$ cat config.mk
export PLATFORM = sky130hd
export DESIGN_NAME = lsu_ahb_sbuf_flat
export DESIGN_NICKNAME = d
export VERILOG_FILES = /design/src/rtl/lsu_pkg.sv /design/src/rtl/lsu_ahb_sbuf_if.sv /design/src/rtl/sbuf_fifo.sv /design/src/rtl/lsu_ahb_sbuf.sv /design/src/flat_wrapper.sv
export SDC_FILE = /design/constraint.sdc
export NUM_CORES = 1
export LEC_CHECK = 0
export CAP_MARGIN = 10
export CORE_MARGIN = 3
export CORE_UTILIZATION = 60
export CTS_CLUSTER_SIZE = 40
export DETAILED_ROUTE_END_ITERATION = 10
export GPL_ROUTABILITY_DRIVEN = 0
export GPL_TIMING_DRIVEN = 0
export PLACE_DENSITY = 0.85
export SETUP_SLACK_MARGIN = 0.3
export SLEW_MARGIN = 20
export SYNTH_ARGS = -nofsm -noshare
export SYNTH_HDL_FRONTEND = slang
export SYNTH_SLANG_ARGS = --single-unit
$ cat constraint.sdc
create_clock -name clk -period 6.5 [get_ports clk]
set_clock_uncertainty 0.05 [all_clocks]
set_input_delay 1.3 -clock clk [delete_from_list [all_inputs] [get_ports clk]]
set_output_delay 1.3 -clock clk [all_outputs]
set_load 0.1 [all_outputs]
$ cat src/rtl/lsu_pkg.sv
// Shared encodings, FSM states and lane helpers for the data-side LSU.
// Latency: none, declarations and pure functions only.
// Backpressure: not applicable.
package lsu_pkg;

    localparam logic [1:0] SZ_BYTE = 2'd0;
    localparam logic [1:0] SZ_HALF = 2'd1;
    localparam logic [1:0] SZ_WORD = 2'd2;

    localparam logic [1:0] HTRANS_IDLE   = 2'b00;
    localparam logic [1:0] HTRANS_NONSEQ = 2'b10;
    localparam logic [2:0] HBURST_SINGLE = 3'b000;
    localparam logic [3:0] HPROT_DATA    = 4'b0011;

    typedef enum logic [1:0] {
        ST_IDLE = 2'd0,
        ST_ADDR = 2'd1,
        ST_DATA = 2'd2
    } state_e;

    typedef struct packed {
        logic [31:0] addr;
        logic [1:0]  size;
        logic [31:0] wdata;
    } sb_entry_t;

    // Pick the addressed lane out of the bus word, then sign/zero extend.
    function automatic logic [31:0] lane_extract(input logic [31:0] rdata,
                                                 input logic [1:0]  off,
                                                 input logic [1:0]  size,
                                                 input logic        uns);
        logic [7:0]  b;
        logic [15:0] h;
        logic [31:0] r;
        b = rdata[{off, 3'b000} +: 8];
        h = off[1] ? rdata[31:16] : rdata[15:0];
        case (size)
            SZ_BYTE: r = {{24{b[7] & ~uns}}, b};
            SZ_HALF: r = {{16{h[15] & ~uns}}, h};
            default: r = rdata;
        endcase
        return r;
    endfunction

    function automatic logic [31:0] lane_replicate(input logic [31:0] wdata,
                                                   input logic [1:0]  size);
        logic [31:0] r;
        case (size)
            SZ_BYTE: r = {4{wdata[7:0]}};
            SZ_HALF: r = {2{wdata[15:0]}};
            default: r = wdata;
        endcase
        return r;
    endfunction

endpackage

$ cat src/rtl/lsu_ahb_sbuf_if.sv
// AHB-Lite data-side bus bundle between the LSU (master) and the fabric (slave).
// Latency: wires only.
// Backpressure: d_hready stalls the master in both address and data phases.
interface lsu_ahb_sbuf_if;
    logic [31:0] d_haddr;
    logic [1:0]  d_htrans;
    logic        d_hwrite;
    logic [2:0]  d_hsize;
    logic [2:0]  d_hburst;
    logic [3:0]  d_hprot;
    logic [31:0] d_hwdata;
    logic [31:0] d_hrdata;
    logic        d_hready;
    logic        d_hresp;

    modport master (
        output d_haddr, d_htrans, d_hwrite, d_hsize, d_hburst, d_hprot, d_hwdata,
        input  d_hrdata, d_hready, d_hresp
    );

    modport slave (
        input  d_haddr, d_htrans, d_hwrite, d_hsize, d_hburst, d_hprot, d_hwdata,
        output d_hrdata, d_hready, d_hresp
    );
endinterface

$ cat src/rtl/sbuf_fifo.sv
// Posted-store FIFO with head peek and word-address hazard match across live entries.
// Latency: push visible at head one cycle later; match vector is combinational.
// Backpressure: caller must not push when count == DEPTH; pop only when non-empty.
module sbuf_fifo
    import lsu_pkg::*;
#(
    parameter  int DEPTH = 4,
    localparam int PW    = $clog2(DEPTH)
) (
    input  logic        clk,
    input  logic        rst_n,
    input  logic        push,
    input  sb_entry_t   push_dat,
    input  logic        pop,
    output sb_entry_t   head_dat,
    output logic [PW:0] count,
    input  logic [29:0] match_addr,
    output logic        hazard
);

    sb_entry_t        mem [DEPTH];
    logic [PW-1:0]    wr_ptr;
    logic [PW-1:0]    rd_ptr;
    logic [PW-1:0]    off;
    logic [DEPTH-1:0] match_vec;

    always_ff @(posedge clk or negedge rst_n) begin
        if (!rst_n) begin
            wr_ptr <= '0;
            rd_ptr <= '0;
            count  <= '0;
        end else begin
            if (push) wr_ptr <= wr_ptr + 1'b1;
            if (pop)  rd_ptr <= rd_ptr + 1'b1;
            case ({push, pop})
                2'b10:   count <= count + 1'b1;
                2'b01:   count <= count - 1'b1;
                default: count <= count;
            endcase
        end
    end

    always_ff @(posedge clk) begin
        if (push) mem[wr_ptr] <= push_dat;
    end

    assign head_dat = mem[rd_ptr];

    // An entry is live when its distance from the read pointer is below count.
    always_comb begin
        match_vec = '0;
        off       = '0;
        for (int i = 0; i < DEPTH; i++) begin
            off = PW'(i) - rd_ptr;
            match_vec[i] = ({1'b0, off} < count) && (mem[i].addr[31:2] == match_addr);
        end
    end

    assign hazard = |match_vec;

endmodule

$ cat src/rtl/lsu_ahb_sbuf.sv
// Load/store unit with posted store buffer driving a single-outstanding AHB-Lite master.
// Latency: load accept T -> ADDR T+1 -> DATA T+2 -> write-back T+3 (+1 per wait state).
// Backpressure: stores stall when the buffer is full, loads while the load slot is busy.
module lsu_ahb_sbuf
    import lsu_pkg::*;
#(
    parameter int XLEN         = 32,
    parameter int SB_DEPTH     = 4,
    parameter int RF_IDX_WIDTH = 5
) (
    input  logic                    clk,
    input  logic                    rst_n,
    input  logic                    req_valid,
    output logic                    req_ready,
    input  logic                    req_store,
    input  logic [1:0]              req_size,
    input  logic                    req_unsigned,
    input  logic [XLEN-1:0]         req_addr,
    input  logic [XLEN-1:0]         req_wdata,
    input  logic [RF_IDX_WIDTH-1:0] req_rd,
    output logic                    ld_wb_en,
    output logic [RF_IDX_WIDTH-1:0] ld_wb_rd,
    output logic [XLEN-1:0]         ld_wb_data,
    output logic                    misalign,
    output logic                    bus_err,
    output logic                    sb_empty,
    lsu_ahb_sbuf_if.master          ahb
);

    localparam int CW = $clog2(SB_DEPTH) + 1;

    state_e                  state_q, state_d;
    logic [CW-1:0]           sb_count;
    sb_entry_t               sb_head;
    logic                    hazard;

    logic                    ld_pend;
    logic [31:0]             ld_addr;
    logic [1:0]              ld_size;
    logic                    ld_uns;
    logic [RF_IDX_WIDTH-1:0] ld_rd;

    logic [31:0]             haddr_q;
    logic [31:0]             hwdata_q;
    logic                    hwrite_q;
    logic [1:0]              hsize_q;

    logic accept, req_misalign, sb_push, sb_pop, ld_capture;
    logic ld_issue, st_issue, data_done;

    // Ready looks only at registered state so d_hready never reaches it.
    assign req_ready    = req_store ? (sb_count < CW'(SB_DEPTH)) : !ld_pend;
    assign req_misalign = ((req_size == SZ_HALF) && req_addr[0]) ||
                          ((req_size == SZ_WORD) && (req_addr[1:0] != 2'b00));
    assign accept       = req_valid && req_ready;
    assign sb_push      = accept && req_store && !req_misalign;
    assign ld_capture   = accept && !req_store && !req_misalign;
    assign data_done    = (state_q == ST_DATA) && ahb.d_hready;
    assign sb_pop       = data_done && hwrite_q;

    sbuf_fifo #(.DEPTH(SB_DEPTH)) u_fifo (
        .clk        (clk),
        .rst_n      (rst_n),
        .push       (sb_push),
        .push_dat   ('{addr: req_addr, size: req_size, wdata: req_wdata}),
        .pop        (sb_pop),
        .head_dat   (sb_head),
        .count      (sb_count),
        .match_addr (ld_addr[31:2]),
        .hazard     (hazard)
    );

    // A load may overtake buffered stores unless one of them targets its word.
    always_comb begin
        state_d  = state_q;
        ld_issue = 1'b0;
        st_issue = 1'b0;
        case (state_q)
            ST_IDLE: begin
                if (ld_pend && !hazard) begin
                    ld_issue = 1'b1;
                    state_d  = ST_ADDR;
                end else if (sb_count != '0) begin
                    st_issue = 1'b1;
                    state_d  = ST_ADDR;
                end
            end
            ST_ADDR: if (ahb.d_hready) state_d = ST_DATA;
            ST_DATA: if (ahb.d_hready) state_d = ST_IDLE;
            default: state_d = ST_IDLE;
        endcase
    end

    always_ff @(posedge clk or negedge rst_n) begin
        if (!rst_n) begin
            state_q    <= ST_IDLE;
            haddr_q    <= '0;
            hwdata_q   <= '0;
            hwrite_q   <= 1'b0;
            hsize_q    <= '0;
            ld_pend    <= 1'b0;
            ld_addr    <= '0;
            ld_size    <= '0;
            ld_uns     <= 1'b0;
            ld_rd      <= '0;
            ld_wb_en   <= 1'b0;
            ld_wb_rd   <= '0;
            ld_wb_data <= '0;
            misalign   <= 1'b0;
            bus_err    <= 1'b0;
        end else begin
            state_q <= state_d;
            if (ld_issue) begin
                haddr_q  <= ld_addr;
                hwrite_q <= 1'b0;
                hsize_q  <= ld_size;
            end else if (st_issue) begin
                haddr_q  <= sb_head.addr;
                hwrite_q <= 1'b1;
                hsize_q  <= sb_head.size;
                hwdata_q <= lane_replicate(sb_head.wdata, sb_head.size);
            end

            if (ld_capture) begin
                ld_pend <= 1'b1;
                ld_addr <= req_addr;
                ld_size <= req_size;
                ld_uns  <= req_unsigned;
                ld_rd   <= req_rd;
            end else if (data_done && !hwrite_q) begin
                ld_pend <= 1'b0;
            end

            ld_wb_en <= data_done && !hwrite_q && !ahb.d_hresp && (ld_rd != '0);
            if (data_done && !hwrite_q) begin
                ld_wb_rd   <= ld_rd;
                ld_wb_data <= lane_extract(ahb.d_hrdata, ld_addr[1:0], ld_size, ld_uns);
            end
            misalign <= accept && req_misalign;
            bus_err  <= data_done && ahb.d_hresp;
        end
    end

    assign ahb.d_htrans = (state_q == ST_ADDR) ? HTRANS_NONSEQ : HTRANS_IDLE;
    assign ahb.d_haddr  = haddr_q;
    assign ahb.d_hwrite = hwrite_q;
    assign ahb.d_hsize  = {1'b0, hsize_q};
    assign ahb.d_hwdata = hwdata_q;
    assign ahb.d_hburst = HBURST_SINGLE;
    assign ahb.d_hprot  = HPROT_DATA;

    assign sb_empty = (sb_count == '0) && !ld_pend && (state_q == ST_IDLE);

endmodule
$ cat src/flat_wrapper.sv
// flat-port wrapper written by rule: the top's interface ports become plain ports
module lsu_ahb_sbuf_flat import lsu_pkg::*;
#(
    parameter int XLEN         = 32,
    parameter int SB_DEPTH     = 4,
    parameter int RF_IDX_WIDTH = 5
)
  (clk, rst_n, req_valid, req_ready, req_store, req_size, req_unsigned, req_addr, req_wdata, req_rd, ld_wb_en, ld_wb_rd, ld_wb_data, misalign, bus_err, sb_empty, ahb_d_haddr, ahb_d_htrans, ahb_d_hwrite, ahb_d_hsize, ahb_d_hburst, ahb_d_hprot, ahb_d_hwdata, ahb_d_hrdata, ahb_d_hready, ahb_d_hresp);
  lsu_ahb_sbuf_if ahb_i ();
  input  logic clk;
  input  logic rst_n;
  input  logic req_valid;
  output logic req_ready;
  input  logic req_store;
  input  logic [1:0] req_size;
  input  logic req_unsigned;
  input  logic [XLEN-1:0] req_addr;
  input  logic [XLEN-1:0] req_wdata;
  input  logic [RF_IDX_WIDTH-1:0] req_rd;
  output logic ld_wb_en;
  output logic [RF_IDX_WIDTH-1:0] ld_wb_rd;
  output logic [XLEN-1:0] ld_wb_data;
  output logic misalign;
  output logic bus_err;
  output logic sb_empty;
  output wire logic [$bits(ahb_i.d_haddr)-1:0] ahb_d_haddr;
  output wire logic [$bits(ahb_i.d_htrans)-1:0] ahb_d_htrans;
  output wire logic [$bits(ahb_i.d_hwrite)-1:0] ahb_d_hwrite;
  output wire logic [$bits(ahb_i.d_hsize)-1:0] ahb_d_hsize;
  output wire logic [$bits(ahb_i.d_hburst)-1:0] ahb_d_hburst;
  output wire logic [$bits(ahb_i.d_hprot)-1:0] ahb_d_hprot;
  output wire logic [$bits(ahb_i.d_hwdata)-1:0] ahb_d_hwdata;
  input wire logic [$bits(ahb_i.d_hrdata)-1:0] ahb_d_hrdata;
  input wire logic [$bits(ahb_i.d_hready)-1:0] ahb_d_hready;
  input wire logic [$bits(ahb_i.d_hresp)-1:0] ahb_d_hresp;
  assign ahb_d_haddr = ahb_i.d_haddr;
  assign ahb_d_htrans = ahb_i.d_htrans;
  assign ahb_d_hwrite = ahb_i.d_hwrite;
  assign ahb_d_hsize = ahb_i.d_hsize;
  assign ahb_d_hburst = ahb_i.d_hburst;
  assign ahb_d_hprot = ahb_i.d_hprot;
  assign ahb_d_hwdata = ahb_i.d_hwdata;
  assign ahb_i.d_hrdata = ahb_d_hrdata;
  assign ahb_i.d_hready = ahb_d_hready;
  assign ahb_i.d_hresp = ahb_d_hresp;
  lsu_ahb_sbuf #(.XLEN(XLEN), .SB_DEPTH(SB_DEPTH), .RF_IDX_WIDTH(RF_IDX_WIDTH)) u_core (.clk(clk), .rst_n(rst_n), .req_valid(req_valid), .req_ready(req_ready), .req_store(req_store), .req_size(req_size), .req_unsigned(req_unsigned), .req_addr(req_addr), .req_wdata(req_wdata), .req_rd(req_rd), .ld_wb_en(ld_wb_en), .ld_wb_rd(ld_wb_rd), .ld_wb_data(ld_wb_data), .misalign(misalign), .bus_err(bus_err), .sb_empty(sb_empty), .ahb(ahb_i));
endmodule
## Word-level counts from Yosys, hierarchy flattened

Memories as Yosys holds them, arrays and structs flattened.
Index checks and enable logic that the tools add are counted.

- Add/sub/neg operators: 8
- $lt $le $gt $ge: 5
- Eq/ne operators: 15
- Shifts and indexed selects: 1
- Multiplexer cells: 26
- Bitwise operators: 4
- Reduce and logical (&&, ||, !) cells: 41

Operator list:

| cell | count |
|---|---|
| one-hot mux 32 bit (2 select lines) | 2 |
| equality test 30 bit | 4 |
| 2-to-1 mux 32 bit | 2 |
| variable part select 32 x 6 -> 8 bit | 1 |
| logical AND 1 bit | 21 |
| 2-to-1 mux 16 bit | 1 |
| 2-to-1 mux 2 bit | 7 |
| less-than comparator 2 x 3 -> 1 bit | 4 |
| 2-to-1 mux 1 bit | 12 |
| equality test 2 x 1 -> 1 bit, second input constant | 5 |
| nonzero test 2 bit | 4 |
| equality test 2 bit, second input constant | 3 |
| logical NOT 1 bit | 6 |
| logical NOT 2 bit | 3 |
| one-hot mux 2 bit (3 select lines) | 1 |
| one-hot mux 3 bit (2 select lines) | 1 |
| nonzero test 5 bit | 1 |
| adder 2 x 1 -> 2 bit, second input constant | 2 |
| != test 2 bit, second input constant | 2 |
| OR reduction 4 bit | 1 |
| subtractor 1 x 2 -> 2 bit, first input constant | 2 |
| subtractor 2 bit, first input constant | 2 |
| adder 3 x 1 -> 3 bit, second input constant | 1 |
| logical NOT 3 bit | 1 |
| other kinds (9) | 11 |

- Flip-flop bits (word level): 157
- Memory bits (writable): 264
- Bits of input ports: 110
- Output and inout bits: 119
- Memories kept: 1

Memory list:

| memory | depth | width | rd ports | clocked after memory_dff | write ports | RTL line | RTL |
|---|---|---|---|---|---|---|---|
| u_core.u_fifo.mem | 4 | 66 | 5 | 0 | 1 | sbuf_fifo.sv:21 | `sb_entry_t mem [DEPTH];` |

## Depth between registers and ports, before layout

Gate-level depths: netlist (run 1).

- Depth in word-level cells: 10
- Depth in mapped cells: 15
- Mapped depth without buffers: 10

## By module

From an unflattened synthesis (run 1), not the netlist that was laid out.

- Cell total of the unflattened synthesis: 1234
- Area, all modules: 18377.6 um2

By module, submodules not included:

| module | instances | cells an instance | area an instance (um2) |
|---|---|---|---|
| sbuf_fifo | 1 | 567 | 11354.6 |
| lsu_ahb_sbuf | 1 | 667 | 7023.0 |

## Worst setup path before layout (run 1)

Ideal clock, no wire load.

- Path kind: register to output
- From: register u_core.state_q[1]
- To: output sb_empty
- Arrival time: 3.145 ns
- Setup slack: 2.005 ns
- Cell stages (with the launch flop): 5
- Cells stage by stage: dfrtp_1 > or2_2 > clkbuf_1 > clkbuf_1 > nor3_1

- Longest elaborated chain between the ends: 2

Ends and longest elaborated chain:

| item | RTL line | RTL |
|---|---|---|
| from (decl) | lsu_ahb_sbuf.sv:32 | `state_e state_q, state_d;` |
| from (signal assigned) | lsu_ahb_sbuf.sv:112 | `state_q <= state_d;` |
| logical NOT 2 bit | lsu_ahb_sbuf.sv:152 | `assign sb_empty = (sb_count == '0) && !ld_pend && (state_q == ST_IDLE);` |
| logical AND 1 bit | lsu_ahb_sbuf.sv:152 |  |
| to (decl) | flat_wrapper.sv:25 | `output logic sb_empty;` |

Every way passes these cells.

## Worst setup path in the final report (run 1)

Same ends and word-level chain as after synthesis.

==> results of run 1 <==
cells by family (layout without fill, tap and decap cells):
logic type | count (synthesis) | in the layout
buffers and inverters | 123 | 427
and+or+nand+nor | 317 | 317
xor gates and xnor gates | 127 | 127
other | 2 | 11
DFF | 421 | 421
AOI/OAI and AO/OA | 160 | 160
muxes | 164 | 164
adders and majority gates | 10 | 10
metal layers:
| metal | part of all wire | global-route usage | wire length (um) |
|---|---|---|---|
| met1 | 0.38 | 0.424 | 19500 |
| met2 | 0.47 | 0.483 | 24400 |
| met3 | 0.11 | 0.0750 | 5730 |
| met4 | 0.038 | 0.108 | 1970 |
| met5 | 0.00052 | 0 | 27 |
stage by stage:
stage,setup TNS (ns),instances,area (um^2)
after detailed placement,0,1951,21900
after global routing,0,2032,23300
after global placement,-424.16,1946,21800
after floorplan,0,1331,19100
final,0,2033,23300
after CTS,0,2031,23200
worst register-to-register path, stage by stage, from the launching register on:
cell and delay, ns:
dfrtp_1 0.35, clkbuf_1 0.27, clkbuf_1 0.68, buf_1 0.70
xnor2_1 0.26, inv_1 0.09, ha_1 0.19, a2111o_1 0.41
a21oi_1 0.18, nand3_1 0.12, o31ai_2 0.10, buf_4 0.24
or2_2 0.13, buf_6 0.16, buf_8 0.18, o211ai_2 0.11
cells in the final DEF, fill, tap and decap left out, types with 12 or more instances in the layout:
master,count
nor2_1,28
xor2_1,70
dfrtp_1,157
o211ai_2,30
mux2_2,58
nand4_1,16
clkbuf_16,43
o2bb2ai_1,32
nor4_1,17
buf_4,12
xnor2_1,57
clkdlybuf4s50_1,218
inv_1,12
edfxtp_1,264
buf_2,42
o21ai_0,26
clkbuf_1,50
nand2_1,211
mux2_4,22
nor3_1,15
mux4_2,66
a21oi_1,27
area by class of cell:
| type | instances | area (um^2) |
|---|---|---|
| clock buffers | 59 | 1180 |
| diodes | 2 | 5.00 |
| plain buffers | 111 | 616 |
| flip-flops and latches | 421 | 11900 |
| well taps | 396 | 495 |
| repair buffers | 224 | 2310 |
| inverters | 12 | 45.0 |
| multi-input cells | 787 | 6590 |
| clock inverters | 21 | 160 |
| fillers | 1843 | 7740 |
power by group through the flow:
stage               Clock, mW  Sequential (mW)  Combinational [mW]
global route             2.50             3.80                7.21
global placement            0             3.77                6.67
CTS                      2.39             3.74                6.87
finish                   2.37             3.75                6.91
floorplan                   0             5.95                2.82
detailed placement          0             3.78                6.81
path summary, 6_finish.rpt:
path / from / to / slack [ns] / cells past startpoint
max in group asynchronous: rst_n / u_core.ld_rd[4] / 4.86 / 2
max: u_core.state_q[1] / sb_empty / 1.59 / 5
max reg2reg: u_core.u_fifo.rd_ptr[1] / u_core.ahb.d_haddr[11] / 2.15 / 15
min in group asynchronous: rst_n / u_core.ld_addr[2] / 0.65 / 1
min: u_core.ld_wb_rd[1] / u_core.ld_wb_rd[1] / 0.44 / 2
min reg2reg: u_core.ld_wb_rd[1] / u_core.ld_wb_rd[1] / 0.44 / 2
registers in the layout (all words and copies together), names as in the netlist, 2 cells and up:
name                  cells
u_core.u_fifo.wr_ptr      2
u_core.ld_addr           32
u_core.ld_size            2
u_core.ld_wb_rd           5
u_core.ahb.d_haddr       32
u_core.ld_wb_data        32
u_core.ahb.d_hwdata      32
u_core.u_fifo.rd_ptr      2
u_core.u_fifo.mem       264
u_core.u_fifo.count       3
u_core.ld_rd              5
u_core.state_q            2
u_core.hsize_q            2
==> impl_results.md, run 1 <==
* Status: finished, final reports clean
* Clk root buf: clkbuf_16
* Count of final hold-check violations at 0
* Antenna-violating nets left at 0
* Sequential element share of the synthesized area at 0.622
* Slowest stage delay, CP at 1.22 ns
* Power share of the combinational group at 0.530
* CTS H-tree lvls at 2
* Yosys Warn Count at 0
* Number of global-route vias before repair at 13000
* Final wirelength at 51.6 mm
* WP data arrival at 3.56 ns
* Syn-to-layout area delta at 21.9%
* First-pass GRT wire length at 78.3 mm
* Most used DFF post-synth: edfxtp_1
* CP dominant cell by count: clkbuf_1
* Average wire per standard cell at 25.4 um
* Main combinational cell family by area after synthesis: multiplexers
* Sequential Power Share at 0.287
* Core area at 31000 um^2
* Synth unique cells at 55
* Hpwl dp at 34.8 mm
* Clk_lat worst skew at 0.54 ns
* Max frequency at 0.203 GHz
* Synth Cell Area at 19100 um^2
* Crit-path max FO at 10
* Simple-gate share of the synthesized area at 0.0715
* Clk slew on worst S/H paths at 0.06 ns
* WHS at 0.439 ns
* Largest net degree at the start of global routing at 99
* Final Power at 13.0 mW
* Worst hold-check path type: flip-flop to flip-flop
* WP data required at 5.15 ns
* Post-synthesis mux area share at 0.140
* Final worst slack at 1.59 ns
* Worst VDD drop at 0.630 mV
* IO Count at 229
* IO buf count at 219
* Post_cts resized at 0
* Total track usage at 0.306
* Leak Pwr at 8.73 nW
* Final worst path period need at 4.91 ns
* Critical path class: flip-flop to output port
* Vias at 12800
* Synth top area cells: edfxtp_1 (42%), dfrtp_1 (21%), mux4_2 (7.8%)
* Final core utilization at 0.750
* Synth Area per Inst at 14.4 um^2
* Crit path launch type: flip-flop
* Mapped Cells at 1324
* Power Density at 560 nW/um^2
* Number of vias per cell at 6.28
* Sw Pwr at 6.11 mW
* Max_slew headroom at 0.250
* Clk sink count at 421
* XOR/XNOR share of the synthesized area at 0.0583
* Die Ht at 184 um
* Clock power frac at 0.182
* Sw Ratio at 0.469
* Top cells by instance count after synthesis: edfxtp_1 (264), nand2_1 (211), dfrtp_1 (157)
* CTS tree: yes
* Final Slew Violations at 0
* Slew at the pin with the worst max-slew slack at 1.12 ns
* Final setup viols at 0
* Rows at 64
* Fin crit share at 0.756
* Horiz. Die Dim at 184 um
* Fin nets at 1720
* Register bit total from synthesis at 421
* Longest Clk Path Bufs at 3
* Crit-path cells: or2_2, clkbuf_1, clkbuf_1, nor3_1, clkdlybuf4s50_1
* Synth top area share at 0.416
* Adder-Cell Fraction of Synth Area at 0.00696
* # Post-CTS Setup Buffers at 0
* Maxcap violations at 0
* Most frequent cell after synthesis: edfxtp_1
* FFs w/ async S/R, synth at 0.373
* Initial DRT Pass Iterations at 7
* Delay-heaviest family, CP: buffers and inverters
* Starting Density at 0.615
* WP buf/inv at 3
* DRC marker count from the first detailed-route iteration at 1550
* Compound-Gate Fraction of Synth Area at 0.0669
* Global route overflow at 0
* Initial antenna violation count at 3
* Clock buffer count from CTS at 43
* Worst setup EP type: output port
* RSZ-0062 raised after global routing: false
* Post-synth top area cell: edfxtp_1
* Post-synth EDFFs at 264
* Critical-path top delay cell: clkdlybuf4s50_1
* Int Power at 6.92 mW
* Hold_buf cts at 0
* Share of layout cells above drive strength 1 at 0.197
* Place WS at 1.77 ns
* Die Area at 34000 um^2
* DRC viols at 0
(Power assumes the default switching activity.)
==> run 2: changes to the inputs <==
--- a/config.mk
+++ b/config.mk
@@ -7,12 +7,12 @@
 export LEC_CHECK = 0
 export CAP_MARGIN = 10
 export CORE_MARGIN = 3
-export CORE_UTILIZATION = 60
+export CORE_UTILIZATION = 56
 export CTS_CLUSTER_SIZE = 40
 export DETAILED_ROUTE_END_ITERATION = 10
 export GPL_ROUTABILITY_DRIVEN = 0
 export GPL_TIMING_DRIVEN = 0
-export PLACE_DENSITY = 0.85
+export PLACE_DENSITY = 0.8
 export SETUP_SLACK_MARGIN = 0.3
 export SLEW_MARGIN = 20
 export SYNTH_ARGS = -nofsm -noshare
==> constraint.sdc (replaced) <==
create_clock -name clk -period 5 [get_ports clk]
set_clock_uncertainty 0.05 [all_clocks]
set_input_delay 1 -clock clk [delete_from_list [all_inputs] [get_ports clk]]
set_output_delay 1 -clock clk [all_outputs]
set_load 0.1 [all_outputs]
==> run 2 against run 1 <==
  * Wire length fell by 3.1%
  * Clock power is 27% higher
  * First-iteration DRC count down 21%
  * Largest cell class unchanged
  * Critical path type unchanged
  * Largest power group unchanged
==> impl_results.md, run 2 (synthesis results as in run 1) <==
* Count of final hold-check violations at 0 (unchanged)
* Clock power frac at 0.180 (-0.002)
* Vias at 12400 (-2.5%)
* Largest net degree at the start of global routing at 57 (-42%)
* Post_cts resized at 0 (unchanged)
* Worst VDD drop at 0.539 mV (-14%)
* Die Area at 36300 um^2 (+6.9%)
* Commonest non-fill, non-tap cell in the layout: edfxtp_1
* Core area at 33000 um^2 (+6.6%)
* Horiz. Die Dim at 191 um (+3.4%)
* Starting Density at 0.577 (-0.0380)
* Final cell count without fillers at 2079 (+2.3%)
* Fill count at 2179 (+18%)
* Maxcap violations at 0 (unchanged)
* Final Slew Violations at 0 (unchanged)
* Clk root buf: clkbuf_16
* Reg2reg start: u_core.u_fifo.rd_ptr[1]
* M2 GR Usage at 0.446 (-0.0371)
* Clk_lat worst skew at 0.55 ns (about the same)
* IO buf count at 219 (unchanged)
* Final setup viols at 0 (unchanged)
* DRC viols at 0 (unchanged)
* Final Power at 16.8 mW (+29%)
* Met3 Use GR at 0.0612 (-0.0138)
* Number of global-route vias before repair at 12600 (-3.5%)
* # Post-CTS Setup Buffers at 0 (unchanged)
* Grt met1 use at 0.383 (-0.0403)
* Number of vias per cell at 5.99 (-4.7%)
* Max frequency at 0.217 GHz
* Crit path launch type: flip-flop
* Syn-to-layout area delta at 22.5%
* Place WS at 0.659 ns (-1.11 ns)
* Sequential Power Share at 0.290 (+0.003)
* Sw Ratio at 0.467 (-0.00207)
* Final worst slack at 0.395 ns (-1.19 ns)
* Worst hold-check path type: input port to async pin
* Max FFs per register at 264 (unchanged)
* Max_slew headroom at 0.287 (+0.0370)
* Leak Pwr at 8.73 nW (about the same)
* Clk slew on worst S/H paths at 0.06 ns (about the same)
* RSZ-0062 raised after global routing: false
* Initial antenna violation count at 5 (+2)
* Final wirelength at 50.1 mm (-3.1%)
* DP Area at 22000 um^2 (+0.46%)
* Placed Instances at 1998 (+2.4%)
* Clock buffer count from CTS at 43 (unchanged)
* WP data arrival at 3.56 ns (about the same)
* Longest Clk Path Bufs at 3 (unchanged)
* DRC marker count from the first detailed-route iteration at 1222 (-21%)
* Final worst path period need at 4.61 ns
* Hpwl dp at 34.7 mm (-0.39%)
* Most crowded layer after global routing: met2
* Antenna-violating nets left at 0 (unchanged)
* Fin nets at 1721 (+0.058%)
* Average wire per standard cell at 24.1 um (-5.2%)
* Sw Pwr at 7.84 mW (+28%)
* Initial DRT Pass Iterations at 5 (-2)
* Rows at 66 (+3.1%)
* Final core utilization at 0.707 (-0.0433)
* WHS at 0.305 ns (-0.134 ns)
* Fin crit share at 0.921
* Total Neg Setup Slack at 0 ns (unchanged)
* Worst setup EP type: output port
* Global route overflow at 0 (unchanged)
* Total track usage at 0.276 (-0.0307)
* Power Density at 719 nW/um^2 (+28%)
* Power share of the combinational group at 0.530 (about the same)
* RR Endpoint: u_core.ahb.d_haddr[25]
* Finished Cell Area at 23400 um^2 (+0.44%)
* FF-to-FF path depth at 15 (unchanged)
* Clk sink count at 421 (unchanged)
* Share of layout cells above drive strength 1 at 0.195 (-0.00183)
* CTS H-tree lvls at 2 (unchanged)
* Most frequent cells in the layout: edfxtp_1 (264), clkdlybuf4s50_1 (218), nand2_1 (211)
* Slew at the pin with the worst max-slew slack at 1.07 ns (-0.0503 ns)
* Int Power at 8.94 mW (+29%)
* R2r setup slk at 0.80 ns (-1.35 ns)
* Critical path class: flip-flop to output port
* IO Count at 229 (unchanged)
* Die Ht at 191 um (+3.4%)
* Status: finished, final reports clean
* First-pass GRT wire length at 75.9 mm (-3.0%)
* CTS tree: yes
* Hold_buf cts at 0 (unchanged)
* WP data required at 3.95 ns (-1.20 ns)
* Biggest register: u_core.u_fifo.mem
* Crit-path max FO at 10 (unchanged)
==> run 2: power groups by stage <==
stage	Sequential [mW]	Clock (mW)	Combinational [mW]
after floorplan	7.74	0	3.67
after global placement	4.91	0	8.68
after detailed placement	4.92	0	8.82
after CTS	4.86	3.06	8.87
after global routing	4.94	3.21	9.29
final	4.87	3.02	8.90
==> run 2: layout make-up <==
type / instances / area [um^2] / share of cell area
well taps: 442 / 553 / 0.0237
inverters: 12 / 45.0 / 0.00193
repair buffers: 225 / 2350 / 0.101
plain buffers: 111 / 616 / 0.0264
multi-input cells: 787 / 6600 / 0.282
clock buffers: 67 / 1240 / 0.0529
clock inverters: 12 / 91.3 / 0.00391
flip-flops and latches: 421 / 11900 / 0.508
diodes: 2 / 5.00 / 0.000214
==> run 2: worst max-delay path by stage <==
stage          depth (start not counted)         startpoint  slack [ns]                 endpoint
3_5_place_dp                           6        req_size[0]        0.66  u_core.u_fifo.mem[3][3]
6_report                               5  u_core.state_q[1]        0.39                 sb_empty
2_1_floorplan                          4  u_core.state_q[1]        0.80                 sb_empty
3_3_place_gp                           1              rst_n       -4.11   u_core.ahb.d_hwdata[3]
4_1_cts                                5  u_core.state_q[1]        0.43                 sb_empty
5_1_grt                                5  u_core.state_q[1]        0.32                 sb_empty
==> run 2: layer usage <==
layer / share of wire / vias to the layer above / wire length (um)
met3: 0.10 / 102 / 5100
met2: 0.48 / 657 / 24100
met5: 0.00098 / - / 49
met1: 0.39 / 6259 / 19600
li1: - / 5424 / -
met4: 0.024 / 6 / 1220
==> run 2: critical path: stages, from the launching register on <==
cell and delay [ns]:
dfrtp_1 0.43, or2_2 0.31, clkbuf_1 0.25, clkbuf_1 0.38
nor3_1 0.41, clkdlybuf4s50_1 1.22
